`src/rtl/ball_collision_referee.sv`:
```
// Pong referee: turns ball/paddle geometry into one-cycle bounce strobes for the
// ball mover, runs the serve/play/goal/game-over rally loop and keeps the score.
module ball_collision_referee #(
    parameter int LEFT_PADDLE_X     = 20,
    parameter int RIGHT_PADDLE_X    = 220,
    parameter int PADDLE_HALF_WIDTH = 5,
    parameter int HIT_MARGIN        = 5,
    parameter int PADDLE_LENGTH     = 40,
    parameter int LEFT_GOAL_X       = 5,
    parameter int RIGHT_GOAL_X      = 235,
    parameter int SCREEN_X          = 240,
    parameter int SERVE_DELAY       = 50000000,
    parameter int WIN_SCORE         = 7
) (
    input  logic       clock,
    input  logic       reset,
    input  logic       startGame,
    input  logic [7:0] ballX,
    input  logic [8:0] ballY,
    input  logic       ballDirection,
    input  logic [8:0] leftPaddleY,
    input  logic [8:0] rightPaddleY,
    output logic       changeXDirection,
    output logic [1:0] changeYDirection,
    output logic       ballReset,
    output logic [3:0] scoreLeft,
    output logic [3:0] scoreRight,
    output logic       gameOver,
    output logic       winner,
    output logic [1:0] debug_state
);

    typedef enum logic [1:0] {
        SERVE     = 2'd0,
        PLAY      = 2'd1,
        GOAL      = 2'd2,
        GAME_OVER = 2'd3
    } state_t;

    localparam int CNT_W = (SERVE_DELAY > 1) ? $clog2(SERVE_DELAY) : 1;
    localparam logic [CNT_W-1:0] CNT_LAST = CNT_W'(SERVE_DELAY - 1);
    localparam logic [7:0] L_HIT_X  = 8'(LEFT_PADDLE_X + PADDLE_HALF_WIDTH + HIT_MARGIN);
    localparam logic [7:0] R_HIT_X  = 8'(RIGHT_PADDLE_X - PADDLE_HALF_WIDTH - HIT_MARGIN);
    localparam logic [7:0] L_GOAL   = 8'(LEFT_GOAL_X);
    localparam logic [7:0] R_GOAL   = 8'(RIGHT_GOAL_X);
    localparam logic [7:0] SCREEN   = 8'(SCREEN_X);
    localparam logic [9:0] P_SPAN   = 10'(PADDLE_LENGTH - 1);
    localparam logic [9:0] P_HALF   = 10'(PADDLE_LENGTH / 2);
    localparam logic [3:0] WIN      = 4'(WIN_SCORE);

    state_t           state_q, state_d;
    logic [CNT_W-1:0] count_q, count_d;
    logic [3:0]       score_left_q, score_left_d;
    logic [3:0]       score_right_q, score_right_d;
    logic             change_x_q, change_x_d;
    logic [1:0]       change_y_q, change_y_d;
    logic             ball_reset_q, ball_reset_d;
    logic             game_over_q, game_over_d;
    logic             winner_q, winner_d;
    logic             lock_left_q, lock_left_d;
    logic             lock_right_q, lock_right_d;
    logic             scorer_q, scorer_d;

    // Y arithmetic is widened to 10 bits so a paddle near the bottom cannot wrap.
    logic [9:0] ball_y_w, left_top, right_top;
    logic       left_in_y, right_in_y, left_upper, right_upper;
    logic       left_hit, right_hit, left_goal, right_goal;
    logic [3:0] score_left_inc, score_right_inc;

    assign ball_y_w    = {1'b0, ballY};
    assign left_top    = {1'b0, leftPaddleY};
    assign right_top   = {1'b0, rightPaddleY};
    assign left_in_y   = (ball_y_w >= left_top) && (ball_y_w <= left_top + P_SPAN);
    assign right_in_y  = (ball_y_w >= right_top) && (ball_y_w <= right_top + P_SPAN);
    assign left_upper  = ball_y_w < left_top + P_HALF;
    assign right_upper = ball_y_w < right_top + P_HALF;

    assign left_hit  = !ballDirection && (ballX <= L_HIT_X) && (ballX > L_GOAL)
                       && left_in_y && !lock_left_q;
    assign right_hit = ballDirection && (ballX >= R_HIT_X) && (ballX < R_GOAL)
                       && right_in_y && !lock_right_q;
    // x at or above the screen width while moving left means the ball wrapped below 0.
    assign left_goal  = !ballDirection && ((ballX <= L_GOAL) || (ballX >= SCREEN));
    assign right_goal = ballDirection && (ballX >= R_GOAL);

    assign score_left_inc  = score_left_q + 4'd1;
    assign score_right_inc = score_right_q + 4'd1;

    always_comb begin
        state_d       = state_q;
        count_d       = count_q;
        score_left_d  = score_left_q;
        score_right_d = score_right_q;
        change_x_d    = 1'b0;
        change_y_d    = 2'b00;
        ball_reset_d  = ball_reset_q;
        game_over_d   = game_over_q;
        winner_d      = winner_q;
        lock_left_d   = lock_left_q;
        lock_right_d  = lock_right_q;
        scorer_d      = scorer_q;

        // A lockout holds until the mover has actually reversed the ball.
        if (ballDirection) begin
            lock_left_d = 1'b0;
        end else begin
            lock_right_d = 1'b0;
        end

        case (state_q)
            SERVE: begin
                ball_reset_d = 1'b1;
                if (count_q == CNT_LAST) begin
                    count_d      = '0;
                    state_d      = PLAY;
                    ball_reset_d = 1'b0;
                end else begin
                    count_d = count_q + CNT_W'(1);
                end
            end
            PLAY: begin
                ball_reset_d = 1'b0;
                if (left_goal || right_goal) begin
                    scorer_d     = left_goal;
                    state_d      = GOAL;
                    ball_reset_d = 1'b1;
                end else if (left_hit) begin
                    change_x_d  = 1'b1;
                    change_y_d  = left_upper ? 2'b10 : 2'b01;
                    lock_left_d = 1'b1;
                end else if (right_hit) begin
                    change_x_d   = 1'b1;
                    change_y_d   = right_upper ? 2'b10 : 2'b01;
                    lock_right_d = 1'b1;
                end
            end
            GOAL: begin
                ball_reset_d = 1'b1;
                lock_left_d  = 1'b0;
                lock_right_d = 1'b0;
                count_d      = '0;
                state_d      = SERVE;
                if (scorer_q) begin
                    score_right_d = score_right_inc;
                    if (score_right_inc == WIN) begin
                        state_d     = GAME_OVER;
                        game_over_d = 1'b1;
                        winner_d    = 1'b1;
                    end
                end else begin
                    score_left_d = score_left_inc;
                    if (score_left_inc == WIN) begin
                        state_d     = GAME_OVER;
                        game_over_d = 1'b1;
                        winner_d    = 1'b0;
                    end
                end
            end
            GAME_OVER: begin
                ball_reset_d = 1'b1;
                if (startGame) begin
                    score_left_d  = 4'd0;
                    score_right_d = 4'd0;
                    game_over_d   = 1'b0;
                    winner_d      = 1'b0;
                    count_d       = '0;
                    state_d       = SERVE;
                end
            end
            default: state_d = SERVE;
        endcase
    end

    always_ff @(posedge clock) begin
        if (reset) begin
            state_q       <= SERVE;
            count_q       <= '0;
            score_left_q  <= 4'd0;
            score_right_q <= 4'd0;
            change_x_q    <= 1'b0;
            change_y_q    <= 2'b00;
            ball_reset_q  <= 1'b1;
            game_over_q   <= 1'b0;
            winner_q      <= 1'b0;
            lock_left_q   <= 1'b0;
            lock_right_q  <= 1'b0;
            scorer_q      <= 1'b0;
        end else begin
            state_q       <= state_d;
            count_q       <= count_d;
            score_left_q  <= score_left_d;
            score_right_q <= score_right_d;
            change_x_q    <= change_x_d;
            change_y_q    <= change_y_d;
            ball_reset_q  <= ball_reset_d;
            game_over_q   <= game_over_d;
            winner_q      <= winner_d;
            lock_left_q   <= lock_left_d;
            lock_right_q  <= lock_right_d;
            scorer_q      <= scorer_d;
        end
    end

    assign changeXDirection = change_x_q;
    assign changeYDirection = change_y_q;
    assign ballReset        = ball_reset_q;
    assign scoreLeft        = score_left_q;
    assign scoreRight       = score_right_q;
    assign gameOver         = game_over_q;
    assign winner           = winner_q;
    assign debug_state      = state_q;

endmodule

```
`config.mk`:
```
export PLATFORM = sky130hd
export DESIGN_NAME = ball_collision_referee
export DESIGN_NICKNAME = d
export VERILOG_FILES = /design/src/rtl/ball_collision_referee.sv
export SDC_FILE = /design/constraint.sdc
export NUM_CORES = 1
export LEC_CHECK = 0
export ABC_AREA = 1
export CORE_MARGIN = 2
export CORE_UTILIZATION = 55
export CTS_BUF_LIST = sky130_fd_sc_hd__clkbuf_4 sky130_fd_sc_hd__clkbuf_8
export DETAILED_ROUTE_END_ITERATION = 8
export PLACE_DENSITY = 0.86
export SYNTH_ARGS = -nofsm -noshare
export SYNTH_HDL_FRONTEND = slang
export SYNTH_SLANG_ARGS = --single-unit
```
`constraint.sdc`:
```
create_clock -name clock -period 2.93 [get_ports clock]
set_input_delay 0.586 -clock clock [delete_from_list [all_inputs] [get_ports clock]]
set_output_delay 0.586 -clock clock [all_outputs]
set_load 0.05 [all_outputs]
```
==> out/qor.txt, run 1 <==
worst reg2reg path depth: 11
Clk pwr share: 24.9%
CTS H-Tree Depth: 2
power per cell area: 337 nW/um2
maximum fanout along the worst path: 4
Root Driver: clkbuf_8
Yosys Warn Count: 0
via/cell ratio: 5.50
slowest CP cell: clkdlybuf4s50_1
Post-Route WL: 11700 um
worst reg2reg endpoint: count_q[25]$_SDFFE_PP0P_
Hold Slack: 0.478 ns
Top FF cell, synth: dfxtp_1
layout cell share with drive strength beyond 1: 10.0%
# IOs: 55
Congestion Overflow GR: 0
Cell Area, Synth: 4430 um2
CP Launch Type: primary input
Util after Layout: 70.2%
crit-path most repeated cell: nor2_1
Reg clk slew, reported paths: 0.08 ns
Die Span X: 93.7 um
largest net degree at the start of global routing: 18
Hold WC Path Type: reg -> reg
post-layout net count: 865
Post-DRT Antenna Nets: 0
Slew headroom: 56.0%
GRT Util Overall: 27.3%
initial antenna violation count: 0
FF-to-FF setup slack: 0.72 ns
Comb power frac: 38.9%
CTS sink count: 45
Final Hold Violating Endpoints: 0
Mapped Nets: 781
P_sw: 0.000667 W
Crit Path Category: in -> reg
status: finished clean
Starting Density: 57.0%
Yosys cell types: 38
maximum vdd drop: 176 uV
Critical Path AT: 3.01 ns
WP buf/inv: 1
CP max stage delay: 0.49 ns
die area: 8780 um2
dpl hpwl: 9460 um
CTS tree: built
area growth from synthesis to layout: 23.2%
CTS Buf Count: 5
Post-CTS Hold Buffers: 0
final setup violation count: 0
DIE HEIGHT: 93.7 um
Longest Clk Path Bufs: 2
Lkg Pwr: 2.55 nW
MaxCap Viol Count: 0
Post-Syn Area per Cell: 6.55 um2
WL/cell: 13.6 um
total number of vias: 4743
final max-slew violation count: 0
top-area cell type share of the netlist area: 20.4%
Final period util: 94.8%
Post-synth EDFFs: 0
cell count after synthesis: 676
Clock Latency Late Sink: 0.30 ns
fmax: 0.360 GHz
Worst Tran Pin Value: 0.655 ns
Flop pwr share: 36.1%
Hold Crit Start: lock_right_q$_SDFF_PP0_
length of the first detailed-routing pass in iterations: 5
sw frac: 36.3%
internal power: 0.00117 W
Hold Crit Endpoint: lock_right_q$_SDFF_PP0_
R2R Path Start: debug_state[0]$_SDFFE_PP0P_
Row Count: 32
sequential area share after synthesis: 20.4%
Setup crit end kind: register
Synth Register Bits: 45
Worst Skew: 0.00647 ns
area leader, netlist: dfxtp_1
critical path, cell by cell: clkdlybuf4s50_1 -> ha_1 -> a21oi_2 -> nor2_1 -> nor2_1 -> nor2_1 -> xor2_1 -> ha_1 -> nand2_2 -> nor3_2 -> nand2_1 -> nand3_1 -> nor2_1 -> nand2_1 -> nand3_1 -> nand2_1 -> nand2_2 -> a21oi_1
Antenna diodes: 0
first-pass GRT wire length: 19800 um
asr flop ratio synth: 0%
Port Buf Inserts: 54
number of global-route vias before repair: 4631
Final min period: 2.78 ns
top post-synthesis cells by area: dfxtp_1, ha_1, nand2_1
Worst path top cell family by delay: simple AND/OR/NAND/NOR gates
Iter 0 DRT Violations: 241
Min-Delay Path Depth: 2
core footprint: 7770 um2
Req. time, crit path: 3.16 ns
Residual DRC: 0
RD Place Congestion: 0.927
-- cells by family (layout without fill, tap and decap cells) --
family | Yosys count | in the layout | share of synthesized area, %
compound gates | 88 | 88 | 10.9
fa+ha+maj | 66 | 66 | 18.7
flops | 45 | 45 | 20.4
simple gates | 349 | 349 | 35.5
xor+xnor | 29 | 29 | 5.74
buf+inv | 99 | 183 | 8.79
-- worst min-delay path, stage by stage (launching register included) --
cell and delay [ns]:
dfxtp_1 0.32, nand2_1 0.06, a21oi_1 0.05
-- registers in the layout, summed over array words and instances, names as in the netlist, 2 cells and up --
signal / count
changeYDirection: 2
scoreRight: 4
scoreLeft: 4
count_q: 26
debug_state: 2
-- routing by layer --
layer / vias up / track usage [%] / wire (um)
met5: - / 0 / 0
met1: 2154 / 34.0 / 5160
met3: 30 / 4.17 / 761
met2: 172 / 48.4 / 5540
met4: 0 / 7.73 / 244
li1: 2387 / - / -
-- stage by stage --
step	std cells	TNS (ns)	area (um2)	worst slack (ns)	power, W
2_1_floorplan	676	0	4430	0.489	0.00113
3_3_place_gp	854	-0.437	5270	-0.133	0.00133
5_1_grt	862	-0.167	5450	-0.0749	0.00196
3_5_place_dp	854	-1.21	5270	-0.309	0.00136
6_report	862	0	5450	0.153	0.00184
4_1_cts	861	0	5380	0.0133	0.00181
-- layout make-up --
| cell class | count | area, um2 |
|---|---|---|
| clock inverter | 2 | 35.0 |
| multi-input combinational | 532 | 3200 |
| tap | 102 | 128 |
| clock buffer | 5 | 68.8 |
| sequential | 45 | 901 |
| inverter | 93 | 354 |
| fill | 661 | 2310 |
| timing repair buffer | 83 | 768 |
-- cells in the final DEF (no fill, tap or decap), types with 3 or more instances in the layout --
cell,n
o211ai_1,3
nor2_1,76
a211oi_1,3
nor2_4,6
dfxtp_1,45
clkdlybuf4s50_1,50
nand4_1,12
nand2_2,6
a21o_1,3
nor2_2,5
ha_1,64
nor3_2,4
nand2_1,156
xor2_1,25
nand3_1,41
clkbuf_8,5
buf_4,29
nand3_2,5
nor4_1,5
nor3_1,18
nor3b_1,4
a21oi_1,48
dlymetal6s2s_1,4
inv_2,6
xnor2_1,4
o21ai_0,22
inv_1,86
-- power by group through the flow --
| stage | sequential (W) | clock (W) | combinational, W |
|---|---|---|---|
| after CTS | 0.000662 | 0.000457 | 0.000692 |
| after floorplan | 0.000705 | 0 | 0.000425 |
| after global routing | 0.000666 | 0.000488 | 0.000805 |
| final | 0.000663 | 0.000458 | 0.000715 |
| after global placement | 0.000675 | 0 | 0.000653 |
| after detailed placement | 0.000677 | 0 | 0.000683 |
-- worst max-delay path by stage --
stage	start	endpoint	slack (ns)	depth (start not counted)
3_3_place_gp	leftPaddleY[2]	changeYDirection[1]$_SDFF_PP0_	-0.13	19
5_1_grt	leftPaddleY[1]	changeYDirection[1]$_SDFF_PP0_	-0.07	19
2_1_floorplan	rightPaddleY[0]	changeYDirection[0]$_SDFF_PP0_	0.49	19
3_5_place_dp	leftPaddleY[2]	changeYDirection[1]$_SDFF_PP0_	-0.31	19
4_1_cts	rightPaddleY[2]	changeYDirection[0]$_SDFF_PP0_	0.01	19
6_report	rightPaddleY[3]	changeYDirection[0]$_SDFF_PP0_	0.15	18
-- synthesized netlist by cell type (2+ instances only) --
master	instances
nor3b_1	4
o21ai_0	23
or3_1	2
nor2_4	6
nand3_1	45
and3_1	2
nand3b_1	2
a21o_1	3
a21oi_1	50
nand2_2	3
nor4_1	5
dfxtp_1	45
ha_1	66
inv_1	90
nor2_2	2
nor2_1	79
a211oi_1	3
xnor2_1	4
nand2_1	159
nand2_4	2
nor3_1	19
nand4_1	12
o211ai_1	3
o211a_1	2
xor2_1	25
clkbuf_1	3
o21bai_1	2
o21a_1	2
inv_2	2
nor3_2	3
-- what timing repair did --
action                                 CTS  global route
pin swaps                                0            10
setup buffers                            0             1
setup endpoints to repair                1             5
endpoints found under the hold margin    0             0
gates resized for setup                  1            24
(Power assumes the default switching activity.)
==> run 2, diff against run 1 <==
--- a/config.mk
+++ b/config.mk
@@ -11,6 +11,7 @@
 export CTS_BUF_LIST = sky130_fd_sc_hd__clkbuf_4 sky130_fd_sc_hd__clkbuf_8
 export DETAILED_ROUTE_END_ITERATION = 8
 export PLACE_DENSITY = 0.86
+export SLEW_MARGIN = 10
 export SYNTH_ARGS = -nofsm -noshare
 export SYNTH_HDL_FRONTEND = slang
 export SYNTH_SLANG_ARGS = --single-unit
==> constraint.sdc (replaced) <==
create_clock -name clock -period 3.6 [get_ports clock]
set_input_delay 0.72 -clock clock [delete_from_list [all_inputs] [get_ports clock]]
set_output_delay 0.72 -clock clock [all_outputs]
set_load 0.05 [all_outputs]
==> out/qor.txt, run 2 (synthesized netlist as in run 1, its figures left out) <==
Port Buf Inserts: 54
Final Hold Violating Endpoints: 0
Util after Layout: 66.4%
Post-CTS Hold Buffers: 0
DR top layer: met4
Setup crit end kind: register
WL met2: 5150 um
CTS H-Tree Depth: 2
power per cell area: 271 nW/um2
Post-Route WL: 11000 um
GRT Util Overall: 26.4%
Final period util: 89.2%
fmax: 0.311 GHz
largest register by flop count: count_q
via/cell ratio: 5.46
Die Span X: 93.7 um
CTS resizes: 0
Reg clk slew, reported paths: 0.09 ns
number of global-route vias before repair: 4515
M1 WL: 5080 um
layout cell share with drive strength beyond 1: 4.09%
slowest CP cell: clkdlybuf4s50_1
initial antenna violation count: 0
Root Driver: clkbuf_8
Row Count: 32
core footprint: 7770 um2
Post-Route Setup TNS: 0 ns
Longest Clk Path Bufs: 2
Hold WC Path Type: reg -> reg
max reg flops: 26
Req. time, crit path: 3.84 ns
Iter 0 DRT Violations: 260
Post-DRT Antenna Nets: 0
Clock Latency Late Sink: 0.31 ns
post-layout net count: 837
dpl hpwl: 8960 um
final setup violation count: 0
WL/cell: 13.2 um
MaxCap Viol Count: 0
CTS Buf Count: 5
FF-to-FF setup slack: 1.26 ns
DIE HEIGHT: 93.7 um
RD Place Congestion: 0.938
Hold Slack: 0.487 ns
RSZ-0062 raised after global routing: no
WL met3: 567 um
Congestion Overflow GR: 0
CP max stage delay: 0.59 ns
CTS tree: built
most used cells in the layout excluding fill and tap cells: nand2_1, inv_1, nor2_1
die area: 8780 um2
largest net degree at the start of global routing: 18
Lkg Pwr: 2.36 nW
Residual DRC: 0
Setup Buffers After CTS: 0
# IOs: 55
Antenna diodes: 0
Final min period: 3.21 ns
first-pass GRT wire length: 19200 um
area growth from synthesis to layout: 16.5%
Starting Density: 57.0%
Worst Tran Pin Value: 0.621 ns
maximum vdd drop: 181 uV
Critical Path AT: 3.45 ns
Worst Skew: 0.0106 ns
Slew headroom: 58.3%
crit-path most repeated cell: nand2_1
most common cell after layout, fill and taps aside: nand2_1
total number of vias: 4555
CP Launch Type: primary input
Crit Path Category: in -> reg
critical path, cell by cell: clkdlybuf4s50_1 -> inv_1 -> ha_1 -> a21oi_1 -> nor2_1 -> nor2_1 -> nor2_1 -> xor2_1 -> ha_1 -> nand2_1 -> nor3_1 -> nand2_1 -> nand3_1 -> nor2_1 -> nand2_1 -> nand3_1 -> nand2_1 -> nand2_1 -> a21oi_1
CTS sink count: 45
WP buf/inv: 2
status: finished clean
final max-slew violation count: 0
maximum fanout along the worst path: 6
Worst path top cell family by delay: simple AND/OR/NAND/NOR gates
length of the first detailed-routing pass in iterations: 7
==> run 2: changes by cell type in the layout (fill, tap and decap cells not counted), moves of 4 or more <==
cell / change
dlymetal6s2s_1: -4
clkdlybuf4s50_1: +4
buf_4: -28
inv_2: -4
inv_1: +4
nand3_1: +4
nand3_2: -4
==> run 2: area by class of cell <==
type | count | area (um2)
Clock buffer | 5 | 68.8
Clock inverter | 3 | 22.5
Fill cell | 697 | 2610
Inverter | 93 | 354
Multi-Input combinational cell | 532 | 3140
Sequential cell | 45 | 901
Tap cell | 102 | 128
Timing Repair Buffer | 55 | 548
==> run 2: stage by stage <==
stage | instances | instance area [um2] | total power, W | setup WS (ns)
floorplan | 676 | 4430 | 0.000920 | 1.03
global placement | 827 | 5070 | 0.00105 | 0.316
detailed placement | 827 | 5070 | 0.00108 | 0.109
CTS | 835 | 5160 | 0.00139 | 0.425
global route | 835 | 5160 | 0.00149 | 0.0730
finish | 835 | 5160 | 0.00140 | 0.389
==> run 2: report_power, final <==
group	total [W]	switching (W)	internal (W)	leakage (nW)
Clock	0.000324	0.000188	0.000136	0.0364
Combinational	0.000534	0.000329	0.000204	1.96
Sequential	0.000540	0.0000216	0.000518	0.363
Total	0.00140	0.000539	0.000859	2.36
==> run 2: per-layer routing <==
| layer | GRT usage [%] | vias to the layer above |
|---|---|---|
| met5 | 0 | - |
| met4 | 8.94 | 0 |
| met3 | 3.93 | 23 |
| met2 | 44.9 | 124 |
| met1 | 34.0 | 2075 |
| li1 | - | 2333 |
==> run 2: final timing paths <==
| path | cells past startpoint | start | to |
|---|---|---|---|
| setup / recovery | 19 | rightPaddleY[2] | changeYDirection[0]$_SDFF_PP0_ |
| hold / removal | 2 | lock_right_q$_SDFF_PP0_ | lock_right_q$_SDFF_PP0_ |
| hold reg to reg | 2 | lock_right_q$_SDFF_PP0_ | lock_right_q$_SDFF_PP0_ |
| setup reg to reg | 11 | debug_state[0]$_SDFFE_PP0P_ | count_q[25]$_SDFFE_PP0P_ |
==> run 2: worst register-to-register path, delay by kind of cell, from the launching register on <==
| kind | cells | cell delay, ns |
|---|---|---|
| and+or+nand+nor | 9 | 1.38 |
| adders and majority gates | 1 | 0.33 |
| DFF | 1 | 0.38 |
| buffers and inverters | 1 | 0.15 |
==> run 3, diff against run 2 <==
--- a/config.mk
+++ b/config.mk
@@ -6,11 +6,13 @@
 export NUM_CORES = 1
 export LEC_CHECK = 0
 export ABC_AREA = 1
+export CELL_PAD_IN_SITES_DETAIL_PLACEMENT = 2
+export CELL_PAD_IN_SITES_GLOBAL_PLACEMENT = 2
 export CORE_MARGIN = 2
-export CORE_UTILIZATION = 55
+export CORE_UTILIZATION = 34
 export CTS_BUF_LIST = sky130_fd_sc_hd__clkbuf_4 sky130_fd_sc_hd__clkbuf_8
 export DETAILED_ROUTE_END_ITERATION = 8
-export PLACE_DENSITY = 0.86
+export PLACE_DENSITY = 0.95
 export SLEW_MARGIN = 10
 export SYNTH_ARGS = -nofsm -noshare
 export SYNTH_HDL_FRONTEND = slang
==> out/qor.txt, run 3 (synthesized netlist as in run 1, its figures left out) <==
Iter 0 DRT Violations: 149
final setup violation count: 0
CTS H-Tree Depth: 2
GRT Util Overall: 26.1%
Hold WC Path Type: reg -> reg
Final Hold Violating Endpoints: 0
most common cell after layout, fill and taps aside: nand2_1
Req. time, crit path: 3.84 ns
most used cells in the layout excluding fill and tap cells: nand2_1, inv_1, nor2_1
Storage cell area: 901 um2
Congestion Overflow GR: 0
Starting Density: 34.9%
Port Buf Inserts: 54
Final period util: 92.5%
largest net degree at the start of global routing: 18
Post-Route Setup TNS: 0 ns
initial antenna violation count: 0
maximum vdd drop: 135 uV
RD Place Congestion: 0.871
core footprint: 12700 um2
fmax: 0.300 GHz
WP buf/inv: 3
first-pass GRT wire length: 29100 um
Post-Route WL: 18100 um
Post-DRT Antenna Nets: 0
final max-slew violation count: 0
# IOs: 55
Multi-input gate area: 3140 um2
number of fill cells: 1552
Crit Path Category: in -> reg
CTS Buf Count: 5
CTS sink count: 45
Final min period: 3.33 ns
CTS resizes: 0
Worst path top cell family by delay: simple AND/OR/NAND/NOR gates
via/cell ratio: 5.38
Lkg Pwr: 2.39 nW
Setup crit end kind: register
total number of vias: 4865
layout cell share with drive strength beyond 1: 4.10%
length of the first detailed-routing pass in iterations: 4
status: finished clean
Worst Skew: 0.0126 ns
crit-path most repeated cell: nand2_1
power per cell area: 278 nW/um2
FF-to-FF setup slack: 1.27 ns
post-layout net count: 838
Reg clk slew, reported paths: 0.09 ns
Finished Cell Area: 5250 um2
CTS tree: built
RSZ-0062 raised after global routing: no
Worst Tran Pin Value: 0.679 ns
Util after Layout: 41.4%
total power: 0.00146 W
DIE HEIGHT: 118 um
Die Span X: 118 um
critical path, cell by cell: clkdlybuf4s50_1 -> inv_1 -> ha_1 -> inv_1 -> a21oi_1 -> nor2_1 -> nor2_1 -> nor2_1 -> xor2_1 -> ha_1 -> nand2_1 -> nor3_1 -> nand2_1 -> nand3_1 -> nor2_1 -> nand2_1 -> nand3_1 -> nand2_1 -> nand2_1 -> a21oi_1
area growth from synthesis to layout: 18.5%
die area: 13900 um2
Post-CTS Hold Buffers: 0
Root Driver: clkbuf_8
slowest CP cell: clkdlybuf4s50_1
Row Count: 41
WL/cell: 20.0 um
Residual DRC: 0
dpl cell area: 5160 um2
largest register by flop count: count_q
number of global-route vias before repair: 5691
max reg flops: 26
Clock Latency Late Sink: 0.31 ns
maximum fanout along the worst path: 3
CP max stage delay: 0.49 ns
Setup Buffers After CTS: 0
Slew headroom: 54.4%
MaxCap Viol Count: 0
CP Launch Type: primary input
Longest Clk Path Bufs: 2
Critical Path AT: 3.57 ns
dpl hpwl: 15400 um
## run 3: cell count changes in the layout (fill, tap and decap cells not counted), sizes merged
cell           delta
buf               +1
dlymetal6s2s      +2
clkinv            +1
diode             +1
clkdlybuf4s50     -2
clkinvlp          -3
## run 3: worst paths after layout
kind,end,cells after the start,startpoint
setup / recovery,changeYDirection[0]$_SDFF_PP0_,20,rightPaddleY[0]
setup reg to reg,count_q[25]$_SDFFE_PP0P_,10,debug_state[1]$_SDFFE_PP0P_
hold reg to reg,count_q[1]$_SDFFE_PP0P_,2,count_q[1]$_SDFFE_PP0P_
hold / removal,count_q[1]$_SDFFE_PP0P_,2,count_q[1]$_SDFFE_PP0P_
## run 3: per-stage QoR
stage	worst slack, ns	instances	hold slack, ns
after floorplan	1.03	676	0.440
after global placement	0.257	898	0.466
after detailed placement	-0.170	898	0.488
after CTS	0.146	904	0.500
after global routing	0.00781	904	0.534
final	0.271	905	0.498
## run 3: layout make-up
class,instances,area share (%)
Tap cell,172,4.10
Inverter,93,6.75
Clock inverter,1,0.0954
Clock buffer,5,1.31
Antenna cell,1,0.0477
Multi-Input combinational cell,532,59.8
Sequential cell,45,17.2
Timing Repair Buffer,56,10.7
## run 3: power breakdown
group	switching, W	internal (W)	leakage (nW)	total (W)
clock network	0.000184	0.000128	0.0399	0.000312
logic	0.000392	0.000215	1.98	0.000607
registers	0.0000239	0.000518	0.363	0.000542
total	0.000599	0.000861	2.39	0.00146
## run 3: metal layers
layer	part of all wire, %	GRT usage (%)	vias to the layer above
li1	-	-	2327
met1	42	29.3	2398
met2	53	48.8	92
met3	2.5	3.83	48
met4	3.2	10.4	0
met5	0	0	-
## run 3: worst min-delay path, delay by kind of cell (launching register included)
family	cells	cell delay [ns]
simple gates	1	0.07
compound gates	1	0.05
flops	1	0.33
==> variant 1, RTL diff (settings of run 3) <==
Change the parameter `SERVE_DELAY` from 50000000 to 25000000.
--- a/src/rtl/ball_collision_referee.sv
+++ b/src/rtl/ball_collision_referee.sv
@@ -9,7 +9,7 @@
     parameter int LEFT_GOAL_X       = 5,
     parameter int RIGHT_GOAL_X      = 235,
     parameter int SCREEN_X          = 240,
-    parameter int SERVE_DELAY       = 50000000,
+    parameter int SERVE_DELAY       = 25000000,
     parameter int WIN_SCORE         = 7
 ) (
     input  logic       clock,
Behaviour: no difference found for any inputs over 10 cycles, from zero or initial values and one cycle with reset high; that may be too few to reach the edited logic, so the function may still have changed.
==> variant 1 against run 3 <==
Sequential cell count is 1 lower; maximum frequency is 1.4% higher; critical path depth is 2 lower; first-iteration DRC count is 17% higher; synthesized cell count is 4.1% lower; design area is 1.3% lower; routed wire length is 3.4% lower; total power is 6.9% higher; worst setup slack better by 0.045 ns; global-route usage is 0.86 points higher; cell count is 3.0% lower; combinational power is 3% higher; synthesized area is 2.5% lower; largest power group unchanged.
==> variant 1: results (changes against run 3) <==
Worst setup path
  • Reg2Reg Depth: 8 (-2)
  • Reg-to-Reg Start: debug_state[0]$_SDFFE_PP0P_
  • CP Max Fanout: 4 (+1)

Cells and area
  • Share of cells above drive strength 1: 6.80% (+2.7 points)
  • Multi-input combinational area share: 59.7% (-0.18 points)
  • Max reg flops: 25 (-3.8%)
  • Multi-input logic cell count: 512 (-3.8%)
  • Clk cell area share: 2.15% (+0.74 points)
  • Final Util: 41.4% (-0.051 points)
  • Non-clk buf share: 10.8% (+0.096 points)
  • ANT cells: 0 (-1)
  • Fraction of area in registers: 17.0% (-0.15 points)
  • Nets: 810 (-3.3%)
  • Fillers: 1533 (-1.2%)
  • Logic inverters: 86 (-7.5%)

Logic synthesis
  • Top cells by count, synth: nand2_1 (145), inv_1 (76), nor2_1 (71)
  • Syn_nets: 753 (-3.6%)
  • Avg Synthesized Cell Area: 6.66 um2 (+1.8%)
  • Synth cell types: 39 (+2.6%)
  • Post-synthesis register bit count: 44 (-2.2%)
  • Seq/Total Area, Yosys: 20.4% (+0.050 points)
  • Top cells by area, synth: dfxtp_1 (20%), ha_1 (19%), nand2_1 (13%), inv_1 (6.6%), a21oi_1 (6.5%)

Detailed routing
  • WL per Instance: 19.9 um (-0.41%)
  • Vias per inst: 5.32 (-1.1%)

Pwr
  • Cell leakage power: 0.00236 uW (-1.3%)
  • IR drop worst, VDD: 151 uV (+12%)
  • Combinational power share: 39.9% (-1.6 points)

Global route
  • GR Util met3: 4.00% (+0.17 points)
  • Total global-route track usage: 26.9% (+0.86 points)
  • GR Layer Usage met2: 51.6% (+2.8 points)
  • Vias in the first global route: 5448 (-4.3%)
  • Met1 Use GR: 30.6% (+1.3 points)
  • First-pass GRT wire length: 28.5 mm (-2.0%)

STA
  • Slew margin rel.: 62.4% (+8.0 points)

Placement
  • Gp weighted congestion: 0.841 (-3.4%)
  • DP HPWL: 14.2 mm (-7.7%)
  • Dpl cell area: 5060 um2 (-2.0%)

Worst hold path
  • Hold Path Origin: count_q[19]$_SDFFE_PP0P_

Outcome
  • Outcome: complete, no violations
-- variant 1: per-stage QoR --
stage	setup slack, ns	hold WS, ns	power [uW]
floorplan	1.00	0.444	910
global placement	0.301	0.458	1080
detailed placement	-0.149	0.478	1150
CTS	0.110	0.499	1570
global route	0.0383	0.518	1660
finish	0.316	0.494	1560
-- variant 1: routing by layer --
| layer | vias to the layer above | wire length [um] |
|---|---|---|
| li1 | 2239 | - |
| met1 | 2311 | 7100 |
| met2 | 77 | 9470 |
| met3 | 43 | 475 |
| met4 | 0 | 424 |
| met5 | - | 0 |
-- variant 1: logic make-up after synthesis --
| family | count (synthesis) | synth area share, % |
|---|---|---|
| XOR/XNOR | 29 | 5.88 |
| flip-flops | 44 | 20.4 |
| adder cells (fa/ha/maj) | 66 | 19.1 |
| AND/OR/NAND/NOR | 323 | 34.6 |
| AO/OA/AOI/OAI | 94 | 11.9 |
| buffers and inverters | 92 | 8.12 |
==> variant 2, RTL diff (config.mk and constraints of run 3) <==
Without the edit above. Add an input register stage for `rightPaddleY`, without a reset; this delays it by one clock. The other inputs are not delayed to match.
--- a/src/rtl/ball_collision_referee.sv
+++ b/src/rtl/ball_collision_referee.sv
@@ -48,6 +48,12 @@
     localparam logic [9:0] P_HALF   = 10'(PADDLE_LENGTH / 2);
     localparam logic [3:0] WIN      = 4'(WIN_SCORE);
 
+    logic [8:0] rightPaddleY_q;
+
+    always_ff @(posedge clock) begin
+        rightPaddleY_q <= rightPaddleY;
+    end
+
     state_t           state_q, state_d;
     logic [CNT_W-1:0] count_q, count_d;
     logic [3:0]       score_left_q, score_left_d;
@@ -69,7 +75,7 @@
 
     assign ball_y_w    = {1'b0, ballY};
     assign left_top    = {1'b0, leftPaddleY};
-    assign right_top   = {1'b0, rightPaddleY};
+    assign right_top   = {1'b0, rightPaddleY_q};
     assign left_in_y   = (ball_y_w >= left_top) && (ball_y_w <= left_top + P_SPAN);
     assign right_in_y  = (ball_y_w >= right_top) && (ball_y_w <= right_top + P_SPAN);
     assign left_upper  = ball_y_w < left_top + P_HALF;
Function: no difference found for any inputs over 10 cycles, from zero or initial values and one cycle with reset high; that may be too few to reach the edited logic, so the function may still have changed.
==> variant 2 against run 3 <==
Register-to-register slack got worse by 0.53 ns; sequential share of layout area grew 2.9 points; total power is 1.9% lower; sequential power is 14% higher; synthesized area rose by 2.5%; worst setup slack worse by 0.032 ns; cell count fell by 0.88%; highest routed layer unchanged; largest power group is now registers; clock power is 40% higher; via count fell by 3.5%; first-iteration DRC count rose by 23%; routed wire length down 2.6%; sequential cell count is 9 higher; design area increased by 2.7%.
==> variant 2: results (changes against run 3) <==
Outcome
  • Outcome: complete, no violations

Placement
  • Worst slack, placed: -0.204 ns (-0.0340 ns)
  • DP HPWL: 14.2 mm (-7.4%)
  • Dpl cell area: 5270 um2 (+2.1%)

Detailed routing
  • Initial DRC count: 183 (+23%)
  • Vias per inst: 5.24 (-2.6%)
  • Met1 Wirelength: 7.63 mm (+1.2%)
  • WL per Instance: 19.6 um (-1.7%)
  • Met3 WL post-DR: 428 um (-5.5%)

Logic synthesis
  • Synth cell types: 40 (+5.3%)
  • Avg Synthesized Cell Area: 6.83 um2 (+4.3%)
  • Top cells by area, synth: dfxtp_1 (24%), ha_1 (18%), nand2_1 (11%), inv_1 (7.8%), nor2_1 (6.5%)
  • Post-synthesis cell area: 4530 um2 (+2.5%)

Cells and area
  • Clk cell area share: 2.00% (+0.59 points)
  • Fraction of area in registers: 20.1% (+2.9 points)
  • Logic inverters: 95 (+2.2%)
  • Final Util: 41.0% (-0.39 points)
  • Multi-input logic cell count: 509 (-4.3%)
  • Fillers: 1591 (+2.5%)
  • Share of cells above drive strength 1: 4.72% (+0.62 points)

Worst setup path
  • Reg-to-Reg Start: rightPaddleY_q[2]$_DFF_P_
  • Reg2Reg Depth: 17 (+7)
  • Critical path endpoint: changeYDirection[1]$_SDFF_PP0_
  • Worst R2R Setup Slack: 0.74 ns (-0.53 ns)
  • Crit-path max cell delay: 0.56 ns (+0.07 ns)
  • CP Max Fanout: 4 (+1)
  • CP Launch Point: leftPaddleY[2]
  • Arrival time worst endpoint: 3.63 ns (+0.06 ns)

Pwr
  • IR drop worst, VDD: 146 uV (+7.6%)
  • Clock power share: 30.6% (+9.2 points)
  • Cell leakage power: 0.00240 uW (+0.60%)
  • Int Power: 963 uW (+12%)

Clock network
  • TritonCTS Sinks: 54 (+20%)

Global route
  • Vias in the first global route: 5467 (-3.9%)
  • GR Util met3: 2.97% (-0.86 points)
  • First-pass GRT wire length: 28.4 mm (-2.5%)
  • Total global-route track usage: 25.0% (-1.1 points)

Worst hold path
  • Hold Path Origin: winner$_SDFFE_PP0P_

STA
  • Fin Hold WS: 0.486 ns (-0.0123 ns)
  • Measured slew at the worst slew-check pin: 0.678 ns (-0.000593 ns)
==> variant 2: kinds of logic (layout without fill, tap and decap cells) <==
logic type | after synthesis | in the layout | synth area share [%]
and+or+nand+nor | 327 | 327 | 33.0
adders and majority gates | 66 | 66 | 18.2
buffers and inverters | 101 | 158 | 8.75
xor gates and xnor gates | 29 | 29 | 5.60
DFF | 54 | 54 | 23.8
AOI/OAI and AO/OA | 87 | 87 | 10.6
==> variant 2: critical path: cells and delay by family <==
kind / cells / cell delay [ns]
buffers and inverters: 2 / 0.68
adder cells (fa/ha/maj): 2 / 0.53
AND/OR/NAND/NOR: 10 / 1.29
XOR/XNOR: 1 / 0.15
AO/OA/AOI/OAI: 2 / 0.24
==> variant 2: repair_timing <==
item,CTS,global route
gates resized for setup,0,3
endpoints found under the hold margin,0,0
setup endpoints to repair,0,2
buffers inserted,0,0
